<file path="src/rtl/spi_flash_reader.sv">
// spi_flash_reader
//   Bus-master sequencer that drives an SPI peripheral's register block to run
//   SPI-flash READ (0x03) transactions and streams the returned bytes out.
//
// Ports
//   clk_i, rst_i                   clock, asynchronous active-high reset
//   cmd_valid_i/cmd_ready_o        command handshake (ready only in IDLE)
//   cmd_addr_i, cmd_len_i          24-bit flash address, byte count (0 allowed)
//   data_valid_o/data_o/data_ready_i  returned-byte stream
//   done_o                         one-cycle pulse after CS is released
//   busy_o                         high whenever a command is in progress
//   m_req_*                        register-bus request (one outstanding max)
//   m_resp_valid_i/m_resp_value_i  register-bus response
module spi_flash_reader #(
  parameter logic [31:0] BASE_ADDR = 32'h0,
  parameter logic [15:0] CLK_DIV   = 16'd4,
  parameter int          LEN_W     = 16,
  parameter int          SETTLE    = 3
) (
  input  logic             clk_i,
  input  logic             rst_i,
  input  logic             cmd_valid_i,
  output logic             cmd_ready_o,
  input  logic [23:0]      cmd_addr_i,
  input  logic [LEN_W-1:0] cmd_len_i,
  output logic             data_valid_o,
  output logic [7:0]       data_o,
  input  logic             data_ready_i,
  output logic             done_o,
  output logic             busy_o,
  output logic             m_req_valid_o,
  output logic [31:0]      m_req_addr_o,
  output logic [31:0]      m_req_value_o,
  output logic [3:0]       m_req_wstrb_o,
  input  logic             m_req_ready_i,
  input  logic             m_resp_valid_i,
  input  logic [31:0]      m_resp_value_i
);

  localparam int SW = (SETTLE < 2) ? 1 : $clog2(SETTLE + 1);

  typedef enum logic [3:0] {
    S_IDLE, S_SET_DIV, S_CS_LOW, S_TX_WR, S_SETTLE,
    S_POLL, S_RX_RD, S_OUT, S_CS_HIGH, S_DONE
  } state_t;

  state_t           state_q;
  logic [31:0]      hdr_q;        // remaining header bytes, MSB first
  logic [2:0]       hdr_left_q;   // header bytes not yet written to TX
  logic             was_hdr_q;    // last TX write carried a header byte
  logic [LEN_W-1:0] rem_q;        // data bytes still to be delivered
  logic [SW-1:0]    settle_q;
  logic             req_valid_q;
  logic [31:0]      req_addr_q;
  logic [31:0]      req_value_q;
  logic [3:0]       req_wstrb_q;
  logic             wait_q;       // request accepted, response outstanding
  logic [7:0]       data_q;
  logic             data_valid_q;
  logic             done_q;
  logic             busy_q;
  logic             cmd_ready_q;

  // Register access belonging to the current state
  logic             is_bus_d;
  logic [7:0]       off_d;
  logic [31:0]      wdata_d;
  logic             write_d;
  logic             bus_done;
  logic             unused_resp;

  assign unused_resp = ^m_resp_value_i[31:8];

  always_comb begin
    is_bus_d = 1'b1;
    off_d    = 8'h00;
    wdata_d  = 32'h0;
    write_d  = 1'b0;
    case (state_q)
      S_SET_DIV: begin off_d = 8'h0C; wdata_d = {16'h0, CLK_DIV}; write_d = 1'b1; end
      S_CS_LOW:  begin off_d = 8'h08; write_d = 1'b1; end
      S_TX_WR: begin
        off_d   = 8'h00;
        wdata_d = {24'h0, (hdr_left_q != 3'd0) ? hdr_q[31:24] : 8'h00};
        write_d = 1'b1;
      end
      S_POLL:    off_d = 8'h10;
      S_RX_RD:   off_d = 8'h04;
      S_CS_HIGH: begin off_d = 8'h08; wdata_d = 32'h1; write_d = 1'b1; end
      default:   is_bus_d = 1'b0;
    endcase
  end

  // Response may coincide with the accept or follow it later
  assign bus_done = (req_valid_q && m_req_ready_i && m_resp_valid_i) ||
                    (wait_q && m_resp_valid_i);

  always_ff @(posedge clk_i or posedge rst_i) begin
    if (rst_i) begin
      state_q      <= S_IDLE;
      hdr_q        <= 32'h0;
      hdr_left_q   <= 3'd0;
      was_hdr_q    <= 1'b0;
      rem_q        <= '0;
      settle_q     <= '0;
      req_valid_q  <= 1'b0;
      req_addr_q   <= 32'h0;
      req_value_q  <= 32'h0;
      req_wstrb_q  <= 4'h0;
      wait_q       <= 1'b0;
      data_q       <= 8'h0;
      data_valid_q <= 1'b0;
      done_q       <= 1'b0;
      busy_q       <= 1'b0;
      cmd_ready_q  <= 1'b1;
    end else begin
      // Bus engine: issue once per state visit, hold until accepted, then
      // wait for the response. A completed access with no state change
      // (BUSY still set) simply issues again on the next cycle.
      if (is_bus_d) begin
        if (!req_valid_q && !wait_q) begin
          req_valid_q <= 1'b1;
          req_addr_q  <= BASE_ADDR + {24'h0, off_d};
          req_value_q <= wdata_d;
          req_wstrb_q <= write_d ? 4'hF : 4'h0;
        end else if (req_valid_q && m_req_ready_i) begin
          req_valid_q <= 1'b0;
          wait_q      <= !m_resp_valid_i;
        end else if (wait_q && m_resp_valid_i) begin
          wait_q <= 1'b0;
        end
      end

      case (state_q)
        S_IDLE: begin
          if (cmd_valid_i && cmd_ready_q) begin
            hdr_q       <= {8'h03, cmd_addr_i};
            hdr_left_q  <= 3'd4;
            rem_q       <= cmd_len_i;
            cmd_ready_q <= 1'b0;
            busy_q      <= 1'b1;
            state_q     <= S_SET_DIV;
          end
        end
        S_SET_DIV: if (bus_done) state_q <= S_CS_LOW;
        S_CS_LOW:  if (bus_done) state_q <= S_TX_WR;
        S_TX_WR: begin
          if (bus_done) begin
            was_hdr_q <= (hdr_left_q != 3'd0);
            if (hdr_left_q != 3'd0) begin
              hdr_q      <= {hdr_q[23:0], 8'h00};
              hdr_left_q <= hdr_left_q - 3'd1;
            end
            settle_q <= SW'(SETTLE);
            state_q  <= S_SETTLE;
          end
        end
        S_SETTLE: begin
          if (settle_q <= SW'(1)) state_q <= S_POLL;
          else                    settle_q <= settle_q - SW'(1);
        end
        S_POLL: begin
          if (bus_done && !m_resp_value_i[0]) begin
            if (!was_hdr_q)                state_q <= S_RX_RD;
            else if (hdr_left_q != 3'd0)   state_q <= S_TX_WR;
            else if (rem_q == '0)          state_q <= S_CS_HIGH;
            else                           state_q <= S_TX_WR;
          end
        end
        S_RX_RD: begin
          if (bus_done) begin
            data_q       <= m_resp_value_i[7:0];
            data_valid_q <= 1'b1;
            state_q      <= S_OUT;
          end
        end
        S_OUT: begin
          if (data_ready_i) begin
            data_valid_q <= 1'b0;
            rem_q        <= rem_q - LEN_W'(1);
            state_q      <= (rem_q == LEN_W'(1)) ? S_CS_HIGH : S_TX_WR;
          end
        end
        S_CS_HIGH: begin
          if (bus_done) begin
            done_q  <= 1'b1;
            state_q <= S_DONE;
          end
        end
        S_DONE: begin
          done_q      <= 1'b0;
          busy_q      <= 1'b0;
          cmd_ready_q <= 1'b1;
          state_q     <= S_IDLE;
        end
        default: state_q <= S_IDLE;
      endcase
    end
  end

  assign cmd_ready_o   = cmd_ready_q;
  assign data_valid_o  = data_valid_q;
  assign data_o        = data_q;
  assign done_o        = done_q;
  assign busy_o        = busy_q;
  assign m_req_valid_o = req_valid_q;
  assign m_req_addr_o  = req_addr_q;
  assign m_req_value_o = req_value_q;
  assign m_req_wstrb_o = req_wstrb_q;

endmodule
</file>
<file path="config.mk">
export PLATFORM = sky130hd
export DESIGN_NAME = spi_flash_reader
export DESIGN_NICKNAME = d
export VERILOG_FILES = /design/src/rtl/spi_flash_reader.sv
export SDC_FILE = /design/constraint.sdc
export NUM_CORES = 1
export LEC_CHECK = 0
export ABC_AREA = 0
export CAP_MARGIN = 20
export CORE_MARGIN = 2
export CORE_UTILIZATION = 46
export DETAILED_ROUTE_END_ITERATION = 6
export GPL_TIMING_DRIVEN = 0
export HOLD_SLACK_MARGIN = 0.15
export PLACE_DENSITY = 0.81
export SLEW_MARGIN = 20
export SYNTH_ARGS = -nofsm -noshare
export SYNTH_HDL_FRONTEND = slang
export SYNTH_SLANG_ARGS = --single-unit
</file>
<file path="constraint.sdc">
create_clock -name clk_i -period 3.87 [get_ports clk_i]
set_clock_uncertainty 0.15 [all_clocks]
set_input_delay 0.774 -clock clk_i [delete_from_list [all_inputs] [get_ports clk_i]]
set_output_delay 0.774 -clock clk_i [all_outputs]
set_load 0.02 [all_outputs]
</file>
Yosys cells after proc, flatten, opt, wreduce, memory -nomap -nowiden
Index checks and enable logic that the tools add are counted.
{"block": "totals", "elab_cells": 125, "regBits": 116, "inputBits": 78, "output_inout_bits": 81}
{"block": "classes", "bitwise": 1, "eq_ne": 21, "magnitude_cmp": 1, "addsub": 3, "reduce_logical": 37, "muxes": 46}
{"operator": "2-to-1 mux 32 bit", "count": 3}
{"operator": "case mux 32 bit (2 select lines)", "count": 1}
{"operator": "2-to-1 mux 4 bit", "count": 14}
{"operator": "case mux 4 bit (9 select lines)", "count": 1}
{"operator": "2-to-1 mux 16 bit", "count": 2}
{"operator": "case mux 16 bit (2 select lines)", "count": 1}
{"operator": "case mux 8 bit (3 select lines)", "count": 1}
{"operator": "!= test 2 bit (second input constant)", "count": 11}
{"operator": "case mux 5 bit (4 select lines)", "count": 1}
{"operator": "== test 16 x 1 -> 1 bit (second input constant)", "count": 1}
{"operator": "== test 4 x 3 -> 1 bit (second input constant)", "count": 4}
{"operator": "zero test 16 bit", "count": 1}
{"operator": "nonzero test 2 bit", "count": 8}
{"operator": "subtractor 16 x 1 -> 16 bit (second input constant)", "count": 1}
{"operator": "AND reduction 2 bit", "count": 6}
{"operator": "AND reduction 3 bit", "count": 4}
{"operator": "2-to-1 mux 1 bit", "count": 10}
{"operator": "2-to-1 mux 3 bit", "count": 3}
{"operator": "AND reduction 9 bit", "count": 1}
{"operator": "== test 4 x 2 -> 1 bit (second input constant)", "count": 2}
{"operator": "== test 4 bit (second input constant)", "count": 2}
{"operator": "2-to-1 mux 8 bit", "count": 1}
{"operator": "case mux 1 bit (2 select lines)", "count": 4}
{"operator": "logical AND 1 bit", "count": 6}
{"operator": "other kinds (16)", "count": 20}

Logic depth before layout (Yosys ltp)
Gate-level depths: netlist of the first run.
{"block": "logic_depth", "word_depth": 6, "mapped_depth": 8, "ltp_nobuf": 7}

Worst setup path after synthesis of the first run
OpenSTA, ideal clock, no wires.
{"block": "synth_path", "path_kind": "reg2reg", "startpoint": "register state_q[2]", "endpoint": "register req_value_q[4] (netlist: m_req_value_o[4])", "path_buffers": 2, "synth_period_minus_slack_ps": 2051, "required_ps": 3602, "arrival_time_ps": 1783, "setup_slack_ps": 1819, "setup_ps": 118, "stages_incl_launch_ff": 8, "cell_sequence": "dfrtp_1 > or4b_1 > o31a_1 > or3_1 > clkbuf_2 > buf_6 > nand2_1 > o21ai_2"}
{"block": "synth_between", "elab_chain_len": 4, "word_cells_on_any_way": 10, "cone_classes": "eq/ne: 6; mux: 2; reduce/logical: 2"}
{"item": "start, declared", "line_no": "47", "text": "state_t state_q;"}
{"item": "start signal, assigned", "line_no": "181", "text": "state_q <= (rem_q == LEN_W'(1)) ? S_CS_HIGH : S_TX_WR;"}
{"item": "== test 4 bit (tied with other cells)", "line_no": "79", "text": "case (state_q)"}
{"item": "OR reduction 6 bit (no line)"}
{"item": "2-to-1 mux 1 bit", "line_no": "79"}
{"item": "AND reduction 2 bit (no line)"}
{"item": "end signal, assigned", "line_no": "124", "text": "req_value_q <= wdata_d;"}
{"item": "end, declared", "line_no": "55", "text": "logic [31:0] req_value_q;"}
Parallel ways exist; a longest one is shown, timed or not.
A chain may end at the register's enable or synchronous reset.

Worst setup path in the final report of the first run
{"block": "layout_path", "startpoint": "register state_q[1]", "endpoint": "register rem_q[11]"}
{"block": "layout_between", "elab_chain_len": 3, "word_cells_on_any_way": 7, "cone_classes": "eq/ne: 3; mux: 1; reduce/logical: 3"}
{"item": "== test 4 x 3 -> 1 bit or zero test 4 bit (tied branches)", "line_no": "134", "text": "case (state_q)"}
{"item": "!= test 2 bit (no line) or nonzero test 2 bit (tied branches)"}
{"item": "AND reduction 3 bit (no line)"}
{"item": "end signal, assigned", "line_no": "139", "text": "rem_q <= cmd_len_i;"}
{"item": "end signal, assigned", "line_no": "180", "text": "rem_q <= rem_q - LEN_W'(1);"}
{"item": "end, declared", "line_no": "51", "text": "logic [LEN_W-1:0] rem_q;"}
Parallel ways exist; a longest one is shown, timed or not.

==> metrics.md, run 1 <==
| Metric | Value |
|---|---|
| Status | `complete, no violations` |
| ANT cells | `0` |
| Vias per cell | `5.038` |
| Top Ports | `159` |
| # fillers | `860` |
| Cts bufs inserted | `9` |
| Final #Nets | `714` |
| Area occupied by multi-input gates | `0.002083 mm²` |
| Post-synth cell types | `61` |
| WP depth | `6` |
| Drt first pass iters | `5` |
| Logic pwr share | `0.447` |
| Initial DRC Count | `294` |
| Clock slew at reported path FFs | `0.09 ns` |
| Tcrit/Tclk final | `0.6522` |
| Routability cong. | `0.8889` |
| Hpwl dp | `7752 µm` |
| # port buffers | `81` |
| CP Cell Sequence | `buf_2 > nor4_1 > nand3_1 > nand2_2 > o21ai_0 > a22o_1` |
| Worst min path class | `flip-flop to flip-flop` |
| Yosys warnings | `0` |
| Syn avg cell area | `9.421 µm²` |
| RSZ-0062 raised after global routing | `no` |
| Crit path time final | `2.524 ns` |
| VDD IR max | `266.4 µV` |
| Clock network power share | `0.169` |
| Total via count in the routed design | `3,869` |
| Initial antenna violation count | `0` |
| CTS root buf | `clkbuf_8` |
| Required time worst endpoint | `3.96 ns` |
| Sequential power share | `0.384` |
| # DRC | `0` |
| Most frequent cells after synthesis | `dfrtp_1 (83), nand2_1 (79), buf_4 (56)` |
| Routed Antenna Nets | `0` |
| Routed WL | `10,240 µm` |
| Final setup margin | `1.346 ns` |
| Row count | `36` |
| Max Slew Vio Count | `0` |
| Vias in the first global route | `3,650` |
| Most used DFF post-synth | `dfrtp_1` |
| Critical path type | `flip-flop to flip-flop` |
| DP Cell Count | `752` |
| CTS tree | `done` |
| WL/cell | `13.33 µm` |
| Worst flop-to-flop path endpoint | `rem_q[11]` |
| Sw Ratio | `0.4027` |
| Worst setup endpoint | `rem_q[11]` |
| Setup bufs post-CTS | `0` |
| Area growth, synth to finish | `30.67%` |
| Relative slew margins | `0.4705` |
| Worst-path fanout max | `10` |
| Max Freq | `396.2 MHz` |
| Core area | `0.009729 mm²` |
| Die Area | `0.01075 mm²` |
| Slew @ Worst Pin | `0.7870 ns` |
| Post-CTS resize count | `0` |
| Post-Syn Area | `0.004569 mm²` |
| Critical Path End Type | `flip-flop` |
| Overflow after GRT | `0` |
| Yosys top cell area share | `0.4545` |
| Max clock buf depth | `2` |
| Reg2reg setup slack | `1.35 ns` |
| Async set or reset register ratio after synthesis | `1.000` |
| Largest net degree at the start of global routing | `55` |
| Setup crit start kind | `flip-flop` |
| Max-cap violations | `0` |
| Final setup viols | `0` |
| FF-to-FF path depth | `6` |
| FF/Latch Area | `0.002103 mm²` |
| CP Launch Point | `state_q[1]` |
| PD cells | `627.2 mW/mm²` |
| GRT Total Usage | `0.1944` |
| Fin. Hold Viols | `0` |
| Synthesized instance count | `485` |
| CP Data Arrival Time | `2.61 ns` |
| Critical path buffers and inverters | `1` |
| Die Width | `103.7 µm` |
| Hold-fix buffers, CTS | `0` |
| Pre-CTS setup slack | `1.055 ns` |
| Clock sinks | `84` |
| Initial Utilization | `0.4697` |
| Tot Pwr | `3.745 mW` |
| First-pass GRT wire length | `17,330 µm` |
| CP delay by family, top | `simple AND/OR/NAND/NOR gates` |
| Switching power total | `1.508 mW` |
| Int Pwr | `2.237 mW` |
| Number of flops mapped to enable cells by yosys | `0` |
| Setup TNS | `0 ns` |
| CP max stage cell | `nor4_1` |
| Fraction of layout cells with a size suffix above 1 | `0.1780` |
| Layout Cells excl Fill | `768` |
| Post-synth top area cell | `dfrtp_1` |
| Flops & latches, synth | `84` |
| Crit Reg-Reg Startpoint | `state_q[1]` |
| Post-synthesis sequential area ratio | `0.4603` |
| Leak Pwr | `2.693 nW` |
| Top cells by area, synth | `dfrtp_1 (45%), buf_4 (9.2%), nand2_1 (6.5%)` |
| Clock latency on the worst-skew pair | `0.35 ns` |
| Die Y | `103.7 µm` |
| Crit path largest cell delay | `0.71 ns` |
| Most numerous cell in the Yosys netlist | `dfrtp_1` |
| H-tree Lvls | `3` |
-- per-stage QoR --
stage,hold slack [ns],area [µm²],utilization
finish,0.3314,5971,0.6137
global route,0.3603,5971,0.6137
CTS,0.3373,5971,0.6137
detailed placement,0.3171,5772,0.5932
global placement,0.3109,5742,0.5901
floorplan,0.2950,4765,-
-- logic make-up after synthesis --
kind of cell,share of synthesized area
buf+inv,0.1265
xor+xnor,0.003834
flops,0.4603
other cells,0.0008207
compound gates,0.1706
mux,0.05915
simple gates,0.1624
fa+ha+maj,0.01643
-- how the worst min path moves through the flow --
| stage | startpoint | end | slack [ns] | cells after the start |
|---|---|---|---|---|
| 2_1_floorplan | hdr_q[24] | hdr_q[24] | 0.29 | 2 |
| 3_3_place_gp | hdr_q[23] | hdr_q[23] | 0.31 | 2 |
| 3_5_place_dp | m_req_value_o[7] | m_req_value_o[7] | 0.32 | 2 |
| 4_1_cts | m_req_value_o[1] | m_req_value_o[1] | 0.34 | 2 |
| 5_1_grt | hdr_q[21] | hdr_q[21] | 0.36 | 2 |
| 6_report | m_req_value_o[7] | m_req_value_o[7] | 0.33 | 2 |
-- state kept, by name, summed over array words and instances (netlist names), 2 cells and up --
name	count
state_q	4
m_req_value_o	8
data_o	8
hdr_left_q	3
hdr_q	32
settle_q	2
m_req_addr_o	3
rem_q	16
-- cell usage in the layout (no fill, tap or decap), types with 9 or more instances in the layout --
cell type	Yosys	layout
a22o_1	9	9
buf_4	56	56
mux2i_1	18	18
buf_2	11	11
nand3_1	15	15
clkbuf_8	0	9
a21oi_1	22	22
clkdlybuf4s50_1	0	81
dfrtp_1	83	83
nand2_1	79	79
o21ai_0	40	40
nor2_1	24	24
conb_1	1	53
clkbuf_1	10	10
-- area by class of cell --
cell class | instances | area share
buffer | 81 | 0.09116
clock buffer | 9 | 0.02075
clock inverter | 7 | 0.01257
inverter | 9 | 0.006077
multi-input combinational | 363 | 0.3489
sequential | 84 | 0.3523
tap | 133 | 0.02787
timing repair buffer | 82 | 0.1404
-- worst reg2reg max path, cell delays in order (launching register included) --
cell and delay [ns]:
dfrtp_1 0.38, buf_2 0.17, nor4_1 0.71, nand3_1 0.39, nand2_2 0.26, o21ai_0 0.12, a22o_1 0.24
-- power by group through the flow --
stage               combinational, mW  sequential, mW  clock [mW]
finish                           1.68            1.44       0.632
global placement                 1.61            1.43           0
global route                     1.86            1.49       0.680
detailed placement               1.67            1.45           0
floorplan                        1.06            1.50           0
CTS                              1.68            1.44       0.642
-- layer usage --
metal  up-vias  part of all wire  track usage
li1       1883                 -            -
met1      1841              0.43       0.2517
met2       131              0.50       0.3344
met3        14             0.062      0.03335
met4         0             0.016      0.05888
met5         -                 0            0
(Power assumes the default switching activity.)
==> run 2, diff against run 1 <==
==> constraint.sdc (replaced) <==
create_clock -name clk_i -period 2.55 [get_ports clk_i]
set_clock_uncertainty 0.15 [all_clocks]
set_input_delay 0.51 -clock clk_i [delete_from_list [all_inputs] [get_ports clk_i]]
set_output_delay 0.51 -clock clk_i [all_outputs]
set_load 0.02 [all_outputs]
==> run 2 against run 1 <==
  * Fmax increased by 6.1%
  * Largest power group unchanged
  * Critical path depth increased by 2
  * Sequential cell count unchanged
  * Die area unchanged
  * Largest cell class unchanged
  * Combinational power increased by 53%
  * Clock power increased by 90%
==> metrics.md, run 2 (synthesized netlist as in run 1, its figures left out) <==
| Metric | Value |
|---|---|
| Hold Crit Depth | `2` |
| Area growth, synth to finish | `32.42%` |
| Initial DRC Count | `244` |
| Worst min path class | `flip-flop to flip-flop` |
| Tcrit/Tclk final | `0.9326` |
| Critical path type | `flip-flop to flip-flop` |
| Met3 Use GR | `0.02329` |
| Vias in the first global route | `3,873` |
| Largest register FFs | `32` |
| Routed Antenna Nets | `0` |
| Origin of the worst min-delay path | `m_req_value_o[5]` |
| VDD IR max | `343.5 µV` |
| Hold WS | `0.3359 ns` |
| Crit Reg-Reg Startpoint | `state_q[3]` |
| Reg with most FFs | `hdr_q` |
| GRT Total Usage | `0.2052` |
| Setup crit start kind | `flip-flop` |
| Drt first pass iters | `5` |
| Routability cong. | `0.8779` |
| Fraction of layout cells with a size suffix above 1 | `0.1824` |
| Setup bufs post-CTS | `0` |
| Pre-CTS setup slack | `0.05539 ns` |
| ANT cells | `0` |
| Die Area | `0.01075 mm²` |
| Crit path time final | `2.378 ns` |
| Top Ports | `159` |
| GR peak layer | `met2` |
| Required time worst endpoint | `2.65 ns` |
| Max-cap violations | `0` |
| First-pass GRT wire length | `18,220 µm` |
| Overflow after GRT | `0` |
| Met2 Resource Use GR | `0.3529` |
| Worst-path fanout max | `10` |
| Max Freq | `420.5 MHz` |
| PD cells | `984.7 mW/mm²` |
| Worst flop-to-flop path endpoint | `rem_q[0]` |
| Max Slew Vio Count | `0` |
| Final #Nets | `715` |
| FF-to-FF path depth | `8` |
| CTS root buf | `clkbuf_8` |
| CTS tree | `done` |
| Clock latency on the worst-skew pair | `0.36 ns` |
| Largest registers | `hdr_q x32, rem_q x16` |
| Fin. Hold Viols | `0` |
| Most frequent cells in the layout | `dfrtp_1 (83), clkdlybuf4s50_1 (81), nand2_1 (79)` |
| RSZ-0062 raised after global routing | `no` |
| Cts bufs inserted | `9` |
| WL/cell | `14.01 µm` |
| Total via count in the routed design | `3,917` |
| Initial Utilization | `0.4697` |
| Max clock buf depth | `2` |
| Tot Pwr | `5.958 mW` |
| Vias per cell | `5.094` |
| Critical Path End Type | `flip-flop` |
| # port buffers | `81` |
| Initial antenna violation count | `0` |
| Largest net degree at the start of global routing | `34` |
| Final setup viols | `0` |
| Die Width | `103.7 µm` |
| Status | `complete, no violations` |
| Clock slew at reported path FFs | `0.09 ns` |
| Worst Hold End | `m_req_value_o[5]` |
| Die Y | `103.7 µm` |
| Reg2reg setup slack | `0.17 ns` |
| Routed WL | `10,770 µm` |
| Post-CTS resize count | `0` |
| Final setup margin | `0.1719 ns` |
| CP Data Arrival Time | `2.48 ns` |
| Slew @ Worst Pin | `0.5843 ns` |
| Setup TNS | `0 ns` |
| Clock sinks | `84` |
| Relative slew margins | `0.6075` |
| Core area | `0.009729 mm²` |
| H-tree Lvls | `3` |
| Leak Pwr | `2.720 nW` |
| Hold-fix buffers, CTS | `0` |
| # DRC | `0` |
| Hpwl dp | `8087 µm` |
| Commonest non-fill, non-tap cell in the layout | `dfrtp_1` |
| Row count | `36` |
| Global Route met1 Usage | `0.2604` |
-- run 2: cell types whose count changed in the layout (fill, tap and decap cells not counted) --
cell and change:
inv_6 -1, bufinv_16 +2, nor4_2 +1, nor4_1 -1
inv_4 -1, clkbuf_2 +1, buf_12 +2, clkinvlp_4 +2
clkbuf_1 -1, clkinv_4 -2, clkinv_2 -2, clkbuf_8 +2
buf_16 -1
-- run 2: layout make-up --
| cell class | count | area, µm² |
|---|---|---|
| Fill cell | 838 | 3679 |
| Clock inverter | 5 | 106.4 |
| Tap cell | 133 | 166.4 |
| Timing Repair Buffer | 83 | 850.8 |
| Multi-Input combinational cell | 363 | 2090 |
| Buffer | 81 | 545.5 |
| Sequential cell | 84 | 2103 |
| Inverter | 9 | 37.54 |
| Clock buffer | 11 | 151.4 |
-- run 2: critical path, stage by stage, from the launching register on --
cell and delay (ns):
dfrtp_1 0.45, buf_2 0.26, and4b_1 0.22, buf_2 0.18, a32oi_2 0.44, buf_2 0.31
nor3_1 0.07, a21oi_1 0.13, nand2_1 0.07
-- run 2: routing by layer --
layer  vias up  routed length [µm]
met5         -                   0
met1      1863                4671
met3        22                 566
met4         0                 272
met2       146                5264
li1       1886                   -
-- run 2: worst max-delay path by stage --
| stage | cells past startpoint | startpoint | endpoint | slack [ns] |
|---|---|---|---|---|
| finish | 8 | state_q[3] | rem_q[0] | 0.17 |
| global route | 8 | state_q[3] | rem_q[0] | 0.02 |
| CTS | 6 | state_q[1] | hdr_q[15] | 0.03 |
| detailed placement | 6 | state_q[1] | hdr_q[15] | 0.06 |
| global placement | 2 | rst_i | hdr_q[3] | 0.01 |
| floorplan | 7 | state_q[2] | m_req_value_o[4] | 0.50 |
-- run 2: stage by stage --
stage | cells | instance area (µm²) | util
global route | 769 | 6051 | 0.6219
detailed placement | 753 | 5786 | 0.5947
floorplan | 537 | 4768 | -
CTS | 769 | 6043 | 0.6211
finish | 769 | 6051 | 0.6219
global placement | 751 | 5746 | 0.5905
-- run 2: power breakdown --
| group | internal (mW) | leakage (nW) | switching, mW |
|---|---|---|---|
| Sequential | 1.82 | 1.07 | 0.368 |
| Clock | 0.708 | 0.126 | 0.492 |
| Combinational | 1.11 | 1.53 | 1.45 |
